### src/rtl/spi_target_datapath.sv
// SPI target datapath: synchronises the external SPI pins into the clk domain, shifts bytes
// both ways on the CPOL/CPHA-selected edges and trades them with the host over valid/ready.
module spi_target_datapath #(
    parameter int unsigned       DATA_W      = 8,
    parameter int unsigned       SYNC_STAGES = 2,
    parameter logic [DATA_W-1:0] TX_DEFAULT  = 8'hFF
) (
    input  logic              clk,
    input  logic              rst_n,
    input  logic              sclk_i,
    input  logic              cs_n_i,
    input  logic              mosi_i,
    output logic              miso_o,
    output logic              miso_oe_o,
    input  logic              cpol_i,
    input  logic              cpha_i,
    input  logic              lsb_first_i,
    input  logic [DATA_W-1:0] tx_data_i,
    input  logic              tx_valid_i,
    output logic              tx_ready_o,
    output logic [DATA_W-1:0] rx_data_o,
    output logic              rx_valid_o,
    input  logic              rx_ready_i,
    output logic              tx_underrun_o,
    output logic              rx_overrun_o,
    output logic              busy_o,
    input  logic              clr_flags_i
);
    localparam int unsigned CntW = (DATA_W > 1) ? $clog2(DATA_W) : 1;

    typedef enum logic [1:0] {StIdle, StLoad, StShift} state_e;

    logic [SYNC_STAGES-1:0] sclk_sync_q, cs_sync_q, mosi_sync_q;
    logic                   sclk_prev_q, cs_prev_q;
    logic                   sclk_s, cs_s, mosi_s;

    state_e              state_q;
    logic [CntW-1:0]     bit_cnt_q;
    logic [DATA_W-1:0]   tx_hold_q, tx_sr_q, rx_sr_q, rx_data_q;
    logic                tx_full_q, rx_valid_q, tx_underrun_q, rx_overrun_q, miso_q;

    logic                lead_edge, trail_edge, sample_edge, shift_edge, cs_fall, last_bit;
    logic [DATA_W-1:0]   load_byte, rx_next;

    function automatic logic head(input logic [DATA_W-1:0] b, input logic lsb);
        return lsb ? b[0] : b[DATA_W-1];
    endfunction

    function automatic logic [DATA_W-1:0] advance(input logic [DATA_W-1:0] b, input logic lsb);
        return lsb ? (b >> 1) : (b << 1);
    endfunction

    // cs_n synchroniser resets deasserted so reset release never looks like a select
    always_ff @(posedge clk or negedge rst_n) begin
        if (!rst_n) begin
            sclk_sync_q <= '0;
            cs_sync_q   <= '1;
            mosi_sync_q <= '0;
            sclk_prev_q <= 1'b0;
            cs_prev_q   <= 1'b1;
        end else begin
            sclk_sync_q <= {sclk_sync_q[SYNC_STAGES-2:0], sclk_i};
            cs_sync_q   <= {cs_sync_q[SYNC_STAGES-2:0], cs_n_i};
            mosi_sync_q <= {mosi_sync_q[SYNC_STAGES-2:0], mosi_i};
            sclk_prev_q <= sclk_s;
            cs_prev_q   <= cs_s;
        end
    end

    always_comb begin
        sclk_s      = sclk_sync_q[SYNC_STAGES-1];
        cs_s        = cs_sync_q[SYNC_STAGES-1];
        mosi_s      = mosi_sync_q[SYNC_STAGES-1];
        lead_edge   = (sclk_prev_q == cpol_i) && (sclk_s != cpol_i);
        trail_edge  = (sclk_prev_q != cpol_i) && (sclk_s == cpol_i);
        sample_edge = cpha_i ? trail_edge : lead_edge;
        shift_edge  = cpha_i ? lead_edge : trail_edge;
        cs_fall     = cs_prev_q && !cs_s;
        last_bit    = (bit_cnt_q == CntW'(DATA_W - 1));
        load_byte   = tx_full_q ? tx_hold_q : TX_DEFAULT;
        rx_next     = lsb_first_i ? {mosi_s, rx_sr_q[DATA_W-1:1]}
                                  : {rx_sr_q[DATA_W-2:0], mosi_s};
    end

    always_ff @(posedge clk or negedge rst_n) begin
        if (!rst_n) begin
            state_q       <= StIdle;
            bit_cnt_q     <= '0;
            tx_hold_q     <= '0;
            tx_full_q     <= 1'b0;
            tx_sr_q       <= '0;
            rx_sr_q       <= '0;
            rx_data_q     <= '0;
            rx_valid_q    <= 1'b0;
            tx_underrun_q <= 1'b0;
            rx_overrun_q  <= 1'b0;
            miso_q        <= 1'b0;
        end else begin
            tx_underrun_q <= 1'b0;
            if (tx_valid_i && !tx_full_q) begin
                tx_hold_q <= tx_data_i;
                tx_full_q <= 1'b1;
            end
            if (rx_valid_q && rx_ready_i) rx_valid_q <= 1'b0;
            if (clr_flags_i) rx_overrun_q <= 1'b0;

            if (cs_s) begin
                state_q   <= StIdle;
                bit_cnt_q <= '0;
                miso_q    <= 1'b0;
            end else begin
                unique case (state_q)
                    StIdle: if (cs_fall) state_q <= StLoad;
                    StLoad: begin
                        if (tx_full_q) tx_full_q <= 1'b0;
                        else tx_underrun_q <= 1'b1;
                        // CPHA=0 must present bit 0 before the first edge, so consume it now
                        if (!cpha_i) begin
                            miso_q  <= head(load_byte, lsb_first_i);
                            tx_sr_q <= advance(load_byte, lsb_first_i);
                        end else begin
                            tx_sr_q <= load_byte;
                        end
                        state_q <= StShift;
                    end
                    StShift: begin
                        if (sample_edge) begin
                            rx_sr_q <= rx_next;
                            if (last_bit) begin
                                bit_cnt_q <= '0;
                                if (rx_valid_q && !rx_ready_i) begin
                                    rx_overrun_q <= 1'b1;
                                end else begin
                                    rx_data_q  <= rx_next;
                                    rx_valid_q <= 1'b1;
                                end
                                // next byte goes out unconsumed; the following shift edge shows bit 0
                                tx_sr_q <= load_byte;
                                if (tx_full_q) tx_full_q <= 1'b0;
                                else tx_underrun_q <= 1'b1;
                            end else begin
                                bit_cnt_q <= bit_cnt_q + CntW'(1);
                            end
                        end else if (shift_edge) begin
                            miso_q  <= head(tx_sr_q, lsb_first_i);
                            tx_sr_q <= advance(tx_sr_q, lsb_first_i);
                        end
                    end
                    default: state_q <= StIdle;
                endcase
            end
        end
    end

    assign miso_o        = miso_q;
    assign miso_oe_o     = (state_q != StIdle);
    assign busy_o        = (state_q != StIdle);
    assign tx_ready_o    = !tx_full_q;
    assign rx_data_o     = rx_data_q;
    assign rx_valid_o    = rx_valid_q;
    assign tx_underrun_o = tx_underrun_q;
    assign rx_overrun_o  = rx_overrun_q;

endmodule

### config.mk
export PLATFORM = sky130hd
export DESIGN_NAME = spi_target_datapath
export DESIGN_NICKNAME = d
export VERILOG_FILES = /design/src/rtl/spi_target_datapath.sv
export SDC_FILE = /design/constraint.sdc
export NUM_CORES = 1
export LEC_CHECK = 0
export ABC_CLOCK_PERIOD_IN_PS = 2900
export CAP_MARGIN = 20
export CORE_UTILIZATION = 45
export CTS_BUF_LIST = sky130_fd_sc_hd__clkbuf_16
export CTS_CLUSTER_SIZE = 10
export DETAILED_ROUTE_END_ITERATION = 10
export HOLD_SLACK_MARGIN = 0.03
export PLACE_DENSITY = 0.67
export SLEW_MARGIN = 20
export SYNTH_ARGS = -nofsm -noshare
export SYNTH_HDL_FRONTEND = slang
export SYNTH_SLANG_ARGS = --single-unit
### constraint.sdc
create_clock -name clk -period 2.9 [get_ports clk]
set_clock_uncertainty 0.15 [all_clocks]
set_input_delay 0.58 -clock clk [delete_from_list [all_inputs] [get_ports clk]]
set_output_delay 0.58 -clock clk [all_outputs]
set_load 0.005 [all_outputs]
# ---- Word level (Yosys, flattened, before mapping)
# Index checks and enable logic that the tools add are counted.
# Widths: inputs -> output; s select.
dict set report word_totals {
  wordCells 102
  out_inout_bits 15
  register_bits 50
  in_bits 19
}
dict set report classes {
  n_addsub 1
  mux 48
  n_reduce_logical 21
  n_eq_ne 14
  bitwise 2
}
# operator n
set op_table {}
lappend op_table {{$mux 8} 8}
lappend op_table {{$mux 1} 29}
lappend op_table {{$ne 3x3->1 const B} 6}
lappend op_table {{$pmux 8 s2} 1}
lappend op_table {{$mux 3} 4}
lappend op_table {{$reduce_and 4->1} 2}
lappend op_table {{$reduce_bool 2->1} 4}
lappend op_table {{$logic_and 1x1->1} 6}
lappend op_table {{$pmux 1 s2} 3}
lappend op_table {{$pmux 2 s3} 1}
lappend op_table {{$reduce_and 5->1} 1}
lappend op_table {{$mux 2} 2}
lappend op_table {{$reduce_and 2->1} 2}
lappend op_table {{$add 3x1->3 const B} 1}
lappend op_table {{$eq 3x3->1 const B} 1}
lappend op_table {{$logic_not 1->1} 3}
lappend op_table {{$reduce_and 3->1} 1}
lappend op_table {{$reduce_bool 3->1} 1}
lappend op_table {{$eq 1x1->1} 2}
lappend op_table {{$eq 2x1->1 const B} 1}
lappend op_table {{$eq 2x2->1 const B} 1}
lappend op_table {{$logic_not 2->1} 1}
lappend op_table {{$ne 1x1->1} 2}
lappend op_table {{$ne 2x2->1 const B} 1}
lappend op_table {{$not 1->1} 2}

# ---- Longest topological paths before layout
# Gate-level depths: netlist (run 1).
dict set report depth {
  depth_word 8
  ltp_mapped 8
}

# ---- Worst setup path after synthesis (run 1)
# OpenSTA, ideal clock, no wires.
dict set report synth_path {
  path_type {input to register}
  startpoint {in cpha_i}
  endpoint {reg tx_sr_q[7]}
  path_slack_ps 484
  setup_time_ps 126
  stages 5
  path_buffers 1
  arrival_time_ps 2140
  required_time_ps 2624
  cell_sequence {buf_2 -> xnor2_4 -> mux2i_2 -> mux2_2 -> a221o_2}
}
dict set report synth_between {
  elab_chain_cells 3
}
# item line
set synth_lines {}
lappend synth_lines {{start, declared} 16} ;# input logic cpha_i,
lappend synth_lines {{$mux 1, on equally long branches} {76, 77}}
lappend synth_lines {{$ne 3x3->1 (no source line) or $mux 8 (tied branches)} -}
lappend synth_lines {{$reduce_and 4->1 (no source line) or $pmux 8 s2 (tied branches)} -}
lappend synth_lines {{end signal, assigned} 120} ;# tx_sr_q <= advance(load_byte, lsb_first_i);
lappend synth_lines {{end signal, assigned} 122} ;# tx_sr_q <= load_byte;
lappend synth_lines {{end signal, assigned} 138} ;# tx_sr_q <= load_byte;
lappend synth_lines {{end, declared} 39} ;# logic [DATA_W-1:0] tx_hold_q, tx_sr_q, rx_sr_q, rx_data_q;
# Parallel ways exist; a longest one is shown, timed or not.
# A chain may end at the register's enable or synchronous reset.

# ---- Worst setup path in the final report (run 1)
dict set report layout_path {
  startpoint {in cpol_i}
  endpoint {reg rx_data_q[0], in the netlist rx_data_o[0]}
}
dict set report layout_between {
  elab_chain_cells 4
}
# item line
set layout_lines {}
lappend layout_lines {{start, declared} 15} ;# input logic cpol_i,
lappend layout_lines {{$eq 1x1->1, or another cell as far along} 74} ;# lead_edge = (sclk_prev_q == cpol_i) && (sclk_s != cpol_i);
lappend layout_lines {{$logic_and 1x1->1, on equally long branches} {74, 75}}
lappend layout_lines {{$mux 1 (*)} 76} ;# sample_edge = cpha_i ? trail_edge : lead_edge;
lappend layout_lines {{$reduce_and 5->1 (no source line) (*)} -}
lappend layout_lines {{end signal, assigned} 134} ;# rx_data_q <= rx_next;
lappend layout_lines {{end, declared} 39}
# Every way passes the cells marked *; elsewhere a longest branch is shown, timed or not.

==> results.toml, run 1 <==
[run_status]
status = "complete, no violations"

[timing]
fin_crit_sh = 0.8884
setup_violations = 0
fin_tns_setup_ns = 0
slew_headroom = 0.6616
max_freq_mhz = 388.1
hold_viol = 0
post-route-min-period_ns = 2.576
rsz0062_at_grt = "no"
worst_pin_slew_ns = 0.5037
drv_slew = 0

[synthesis]
syn-num-nets = 251
syn_area_mm2 = 0.002703
synth.distinct_cells = 43
synth_compound_area_frac = 0.09259
ys_seq_area_frac = 0.4644
synthFlopType = "dfrtp_1"
synthArstFlopShare = 1.000
synth_fa_ha_area_frac = 0.02778
synth_mux_area_frac = 0.2528
synth-edff-count = 0
avgSynthCellArea_um2 = 11.96
synth_top_family_by_area = "multiplexers"
yosysWarnings = 0
syn-instance-count = 226
yosys.area_share.simple = 0.1032
synthXorXnorAreaFrac = 0.01019
ys_ff_latch = 50

[clock_network]
cts.htree.levels = 2
root_buffer = "clkbuf_16"
cts_tree = "done"
cts.sinks = 50
clk_pin_slew_ns = 0.07
clock_path_buffers = 2
post_cts_resized = 0
clk_latency_ns = 0.29
post_cts_buffers = 0
cts_buffers = 5
postCtsHoldBufs = 0

[detailed_routing]
post_drt_via_cell_ratio = 5.559
drt_iter0_markers = 69
wl_mm = 5.379
drtAntennaViolNets = 0
drt_pre_antenna_iters = 5
post_drt_wl_per_cell_um = 15.91
drc = 0
via_count = 1879

[pwr]
clock_power_share = 0.326
pwr-share-comb = 0.251
p_leak_nw = 1.493
p_int_mw = 1.655
seqPwrFrac = 0.422
max-vdd-ir-drop_mv = 0.3661
p_switching_uw = 644.2
power.density_mw_per_mm2 = 690.2
p_total_mw = 2.300
swShare = 0.2801

[worst_setup_path]
reg2reg_slack_ns = 0.40
r2r_cells = 6
crit_fanout = 8
r2r-end = "rx_data_o[0]$_DFFE_PN0P_"
r2r-start = "state_q[0]$_DFFE_PN0P_"
cp-end-kind = "flop"
arrival_ns = 2.60
worst_ep_required_time_ns = 2.93
start_kind = "input port"
critPathKind = "input port to flop"

[cells_and_area]
drive_gt1_frac = 0.3008
antenna_cells = 0
final_common_cell = "dfrtp_1"
fin_nets = 290
layout_common_cells = "dfrtp_1 (47), mux2_2 (43), clkdlybuf4s50_1 (32)"
area_growth_pct = 23.29

[floorplan]
die_h_um = 79.50
num_rows = 27
start_util = 0.4790
die_x_um = 79.50
io_pins = 34
core_mm2 = 0.005642
dieArea_mm2 = 0.006319

[worst_hold_path]
hold_path_class = "input port to asynchronous set/reset pin"

[flow_run]
maxCapViolCount = 0

[grt]
antenna_found_initial = 0
grt_use_total = 0.1938
grt_first_pass_wirelength_mm = 9.342
grt_pass1_vias = 1901
grt_start_max_net_pins = 51
grt-ovfl-total = 0

[placement]
place.gp.congestion = 0.8308
dpl.hpwl_mm = 3.750
portBuffers = 33
## sequential cells by signal (all words and copies together) (netlist names)
signal / cells
cs_sync_q: 2
rx_valid_o: 1
rx_overrun_o: 1
rx_sr_q: 8
sclk_prev_q: 1
mosi_sync_q: 2
bit_cnt_q: 3
rx_data_o: 8
tx_sr_q: 8
tx_underrun_o: 1
sclk_sync_q: 2
tx_hold_q: 8
tx_full_q: 1
cs_prev_q: 1
state_q: 2
miso_o: 1
## power groups by stage
| stage | clock (mW) | combinational (mW) | sequential [mW] |
|---|---|---|---|
| 2_1_floorplan | 0 | 0.448 | 0.926 |
| 3_3_place_gp | 0 | 0.564 | 0.977 |
| 3_5_place_dp | 0 | 0.572 | 0.982 |
| 4_1_cts | 0.769 | 0.578 | 0.969 |
| 5_1_grt | 0.797 | 0.638 | 0.995 |
| 6_report | 0.751 | 0.578 | 0.971 |
## cell usage after synthesis, types with 2 or more instances
cell,n,area share
a211oi_1,3,0.0083
a21oi_1,8,0.015
a221o_2,2,0.0083
a221oi_1,2,0.0065
a32o_1,4,0.015
buf_2,2,0.0037
buf_6,4,0.017
clkbuf_1,4,0.0056
dfrtp_1,47,0.44
dfstp_2,3,0.029
ha_1,6,0.028
inv_1,10,0.014
mux2_2,43,0.18
mux2i_1,17,0.063
nand2_1,9,0.012
nand2b_1,4,0.0093
nand3b_1,5,0.014
nor2_1,8,0.011
nor2b_1,3,0.0069
nor3_1,7,0.013
nor4_1,2,0.0046
o21ai_0,7,0.013
o31ai_1,4,0.011
or2_2,2,0.0046
or3b_2,2,0.0065
## area by class of cell
type / instances / area, um2
timing repair buffer: 45 / 440.4
fill: 456 / 2310
clock inverter: 3 / 68.82
tap: 72 / 90.09
inverter: 10 / 37.54
multi-input combinational: 153 / 1315
clock buffer: 5 / 125.1
sequential: 50 / 1255
## worst max path at each step
stage / startpoint / endpoint
2_1_floorplan: cpha_i / tx_sr_q[7]$_DFFE_PN0P_
3_3_place_gp: cpol_i / rx_data_o[5]$_DFFE_PN0P_
3_5_place_dp: cpol_i / rx_data_o[0]$_DFFE_PN0P_
4_1_cts: cpol_i / rx_data_o[0]$_DFFE_PN0P_
5_1_grt: cpol_i / rx_data_o[0]$_DFFE_PN0P_
6_report: cpol_i / rx_data_o[0]$_DFFE_PN0P_
## kinds of logic (layout without fill, tap and decap cells)
group	count (synthesis)	in the layout
buffers and inverters	23	63
xor gates and xnor gates	1	1
and+or+nand+nor	49	49
adders and majority gates	6	6
DFF	50	50
muxes	62	62
AOI/OAI and AO/OA	35	35
## critical path, cell delays in order
cell             delay [ns]
clkdlybuf4s50_1        0.54
xnor2_4                0.33
mux2_4                 0.36
nor3_4                 0.40
mux2_2                 0.39
## metrics by stage
stage | instance area, um2 | hold slack (ns) | instances | setup slack, ns | utilization
after global placement | 3138 | 0.1840 | 330 | 0.06783 | 0.5562
final | 3332 | 0.1187 | 338 | 0.3235 | 0.5906
after CTS | 3332 | 0.1307 | 338 | 0.3079 | 0.5906
after global routing | 3332 | 0.1518 | 338 | 0.2582 | 0.5906
after detailed placement | 3138 | 0.1873 | 330 | 0.001416 | 0.5562
after floorplan | 2703 | 0.1344 | 226 | 0.4838 | -
## layer usage
layer  wire length (um)  share of wire  up-vias  track usage
met5                  0              0        -            0
met4                 68          0.013        0      0.06545
met3                240          0.045        5      0.03657
met2               2483           0.46       50       0.3051
met1               2587           0.48      923       0.2665
li1                   -              -      901            -
Note: power is estimated with default switching activity, not from simulation.
==> inputs of run 2 (changes only) <==
--- a/config.mk
+++ b/config.mk
@@ -13,6 +13,7 @@
 export DETAILED_ROUTE_END_ITERATION = 10
 export HOLD_SLACK_MARGIN = 0.03
 export PLACE_DENSITY = 0.67
+export SETUP_SLACK_MARGIN = 0.5
 export SLEW_MARGIN = 20
 export SYNTH_ARGS = -nofsm -noshare
 export SYNTH_HDL_FRONTEND = slang
==> run 2 against run 1 <==
Core utilization grew 0.089 points. Sequential share of layout area shrank 0.056 points. Combinational power is essentially flat. Global-route usage shrank 0.77 points. Total power shrank 3.4%. Non-clock buffer count grew 1. First-iteration DRC count grew 12%. Count of clock-buffer cells in the layout is the same. Die area is the same. Worst setup slack gained 0.26 ns. Register-to-register slack gained 0.19 ns.
==> results.toml, run 2 (synthesis gave the netlist of run 1 again) <==
[grt]
grt_start_max_net_pins = 51
grt-ovfl-total = 0
grt_pass1_vias = 1880
grt_use_total = 0.1860
antenna_found_initial = 0
grt_first_pass_wirelength_mm = 9.108

[placement]
portBuffers = 33
dpl.hpwl_mm = 3.720
place.gp.congestion = 0.8592

[run_status]
status = "complete, no violations"

[clock_network]
postCtsHoldBufs = 0
clock_path_buffers = 2
clk_pin_slew_ns = 0.07
cts_buffers = 5
clk_latency_ns = 0.29
root_buffer = "clkbuf_16"
cts.sinks = 50
cts_tree = "done"
cts.htree.levels = 2

[floorplan]
die_x_um = 79.50
dieArea_mm2 = 0.006319
num_rows = 27
io_pins = 34
die_h_um = 79.50
start_util = 0.4790
core_mm2 = 0.005642

[cells_and_area]
utilization = 0.5915
final_common_cell = "dfrtp_1"
drive_gt1_frac = 0.3258
layout_common_cells = "dfrtp_1 (47), mux2_2 (43), clkdlybuf4s50_1 (29)"
antenna_cells = 0
fillers = 484
fin_nets = 291
area_growth_pct = 23.47

[detailed_routing]
drc = 0
post_drt_wl_per_cell_um = 15.56
drtAntennaViolNets = 0
via_count = 1844
post_drt_via_cell_ratio = 5.440
drt_pre_antenna_iters = 4
wl_mm = 5.274
drt_iter0_markers = 77

[timing]
rsz0062_at_grt = "no"
post-route-min-period_ns = 2.314
max_freq_mhz = 432.1
fin_crit_sh = 0.7980
worst_pin_slew_ns = 0.6219
fin_tns_setup_ns = 0
drv_slew = 0
hold_viol = 0
setup_violations = 0
slew_headroom = 0.5854

[pwr]
power.density_mw_per_mm2 = 665.7
max-vdd-ir-drop_mv = 0.3641
p_leak_nw = 1.508

[worst_setup_path]
worst-path-buf-inv = 2
crit_chain = "inv_1 > clkdlybuf4s50_1"
critPathSlowestCell = "clkdlybuf4s50_1"
crit_path_max_incr_delay_ns = 0.57
critPathTopFamily = "buffers and inverters"
arrival_ns = 1.58
crit_fanout = 11
r2r_cells = 7
start_kind = "flop"
worst_ep_required_time_ns = 2.17
cp-end-kind = "primary output"
critPathKind = "flop to primary output"
worstSetupPathDepth = 2

[flow_run]
maxCapViolCount = 0

[worst_hold_path]
hold_depth = 0
hold_path_class = "flop to flop"
==> run 2: cell types whose count changed in the layout (fill, tap and decap cells not counted), sizes merged <==
cell / change
bufinv: -1
clkdlybuf4s50: -3
dlygate4sd2: +1
inv: +1
dlymetal6s2s: +2
buf: +1
==> run 2: per-layer routing <==
metal | vias up | track usage | wire length [um]
met1 | 902 | 0.2620 | 2657
met5 | - | 0 | 0
met3 | 8 | 0.03543 | 149
met4 | 0 | 0.05636 | 73
li1 | 906 | - | -
met2 | 28 | 0.2889 | 2392
==> run 2: cell type report <==
| class | instances | area, um2 | share of cell area |
|---|---|---|---|
| clock buffers | 5 | 125.1 | 0.03750 |
| flip-flops and latches | 50 | 1255 | 0.3761 |
| well taps | 72 | 90.09 | 0.02700 |
| clock inverters | 3 | 47.55 | 0.01425 |
| repair buffers | 46 | 426.7 | 0.1279 |
| multi-input cells | 153 | 1355 | 0.4061 |
| inverters | 10 | 37.54 | 0.01125 |
==> run 2: timing repair <==
action                     in CTS  in global routing
gates resized for setup         3                  9
buffers inserted                2                  1
pin swaps                       1                  0
setup endpoints to repair      20                  6
==> run 2: power breakdown <==
| group | internal [mW] | leakage, nW | switching [mW] |
|---|---|---|---|
| Sequential | 0.830 | 0.636 | 0.135 |
| Clock | 0.412 | 0.0844 | 0.263 |
| Combinational | 0.333 | 0.787 | 0.248 |
==> run 2: metrics by stage <==
stage                     power (mW)  worst slack [ns]  std cells  area (um2)  hold WS, ns
final                          2.222            0.5859        339        3337       0.1992
after global routing           2.352            0.5137        339        3337       0.2020
after CTS                      2.233            0.5159        338        3301       0.2002
after detailed placement       1.553           0.03184        328        3107       0.1847
after global placement         1.539           0.07087        328        3107       0.1851
after floorplan                1.376            0.5555        226        2711       0.1344
==> run 2: final timing paths <==
| kind | start | endpoint | slack (ns) |
|---|---|---|---|
| max reg2reg | bit_cnt_q[0]$_DFFE_PN0P_ | tx_sr_q[7]$_DFFE_PN0P_ | 0.59 |
| min reg2reg | sclk_sync_q[0]$_DFF_PN0_ | sclk_sync_q[1]$_DFF_PN0_ | 0.20 |
| min | sclk_sync_q[0]$_DFF_PN0_ | sclk_sync_q[1]$_DFF_PN0_ | 0.20 |
| max | tx_full_q$_DFF_PN0_ | tx_ready_o | 0.59 |
| max in group asynchronous | rst_n | sclk_prev_q$_DFF_PN0_ | 1.95 |
| min in group asynchronous | rst_n | rx_data_o[4]$_DFFE_PN0P_ | 0.24 |
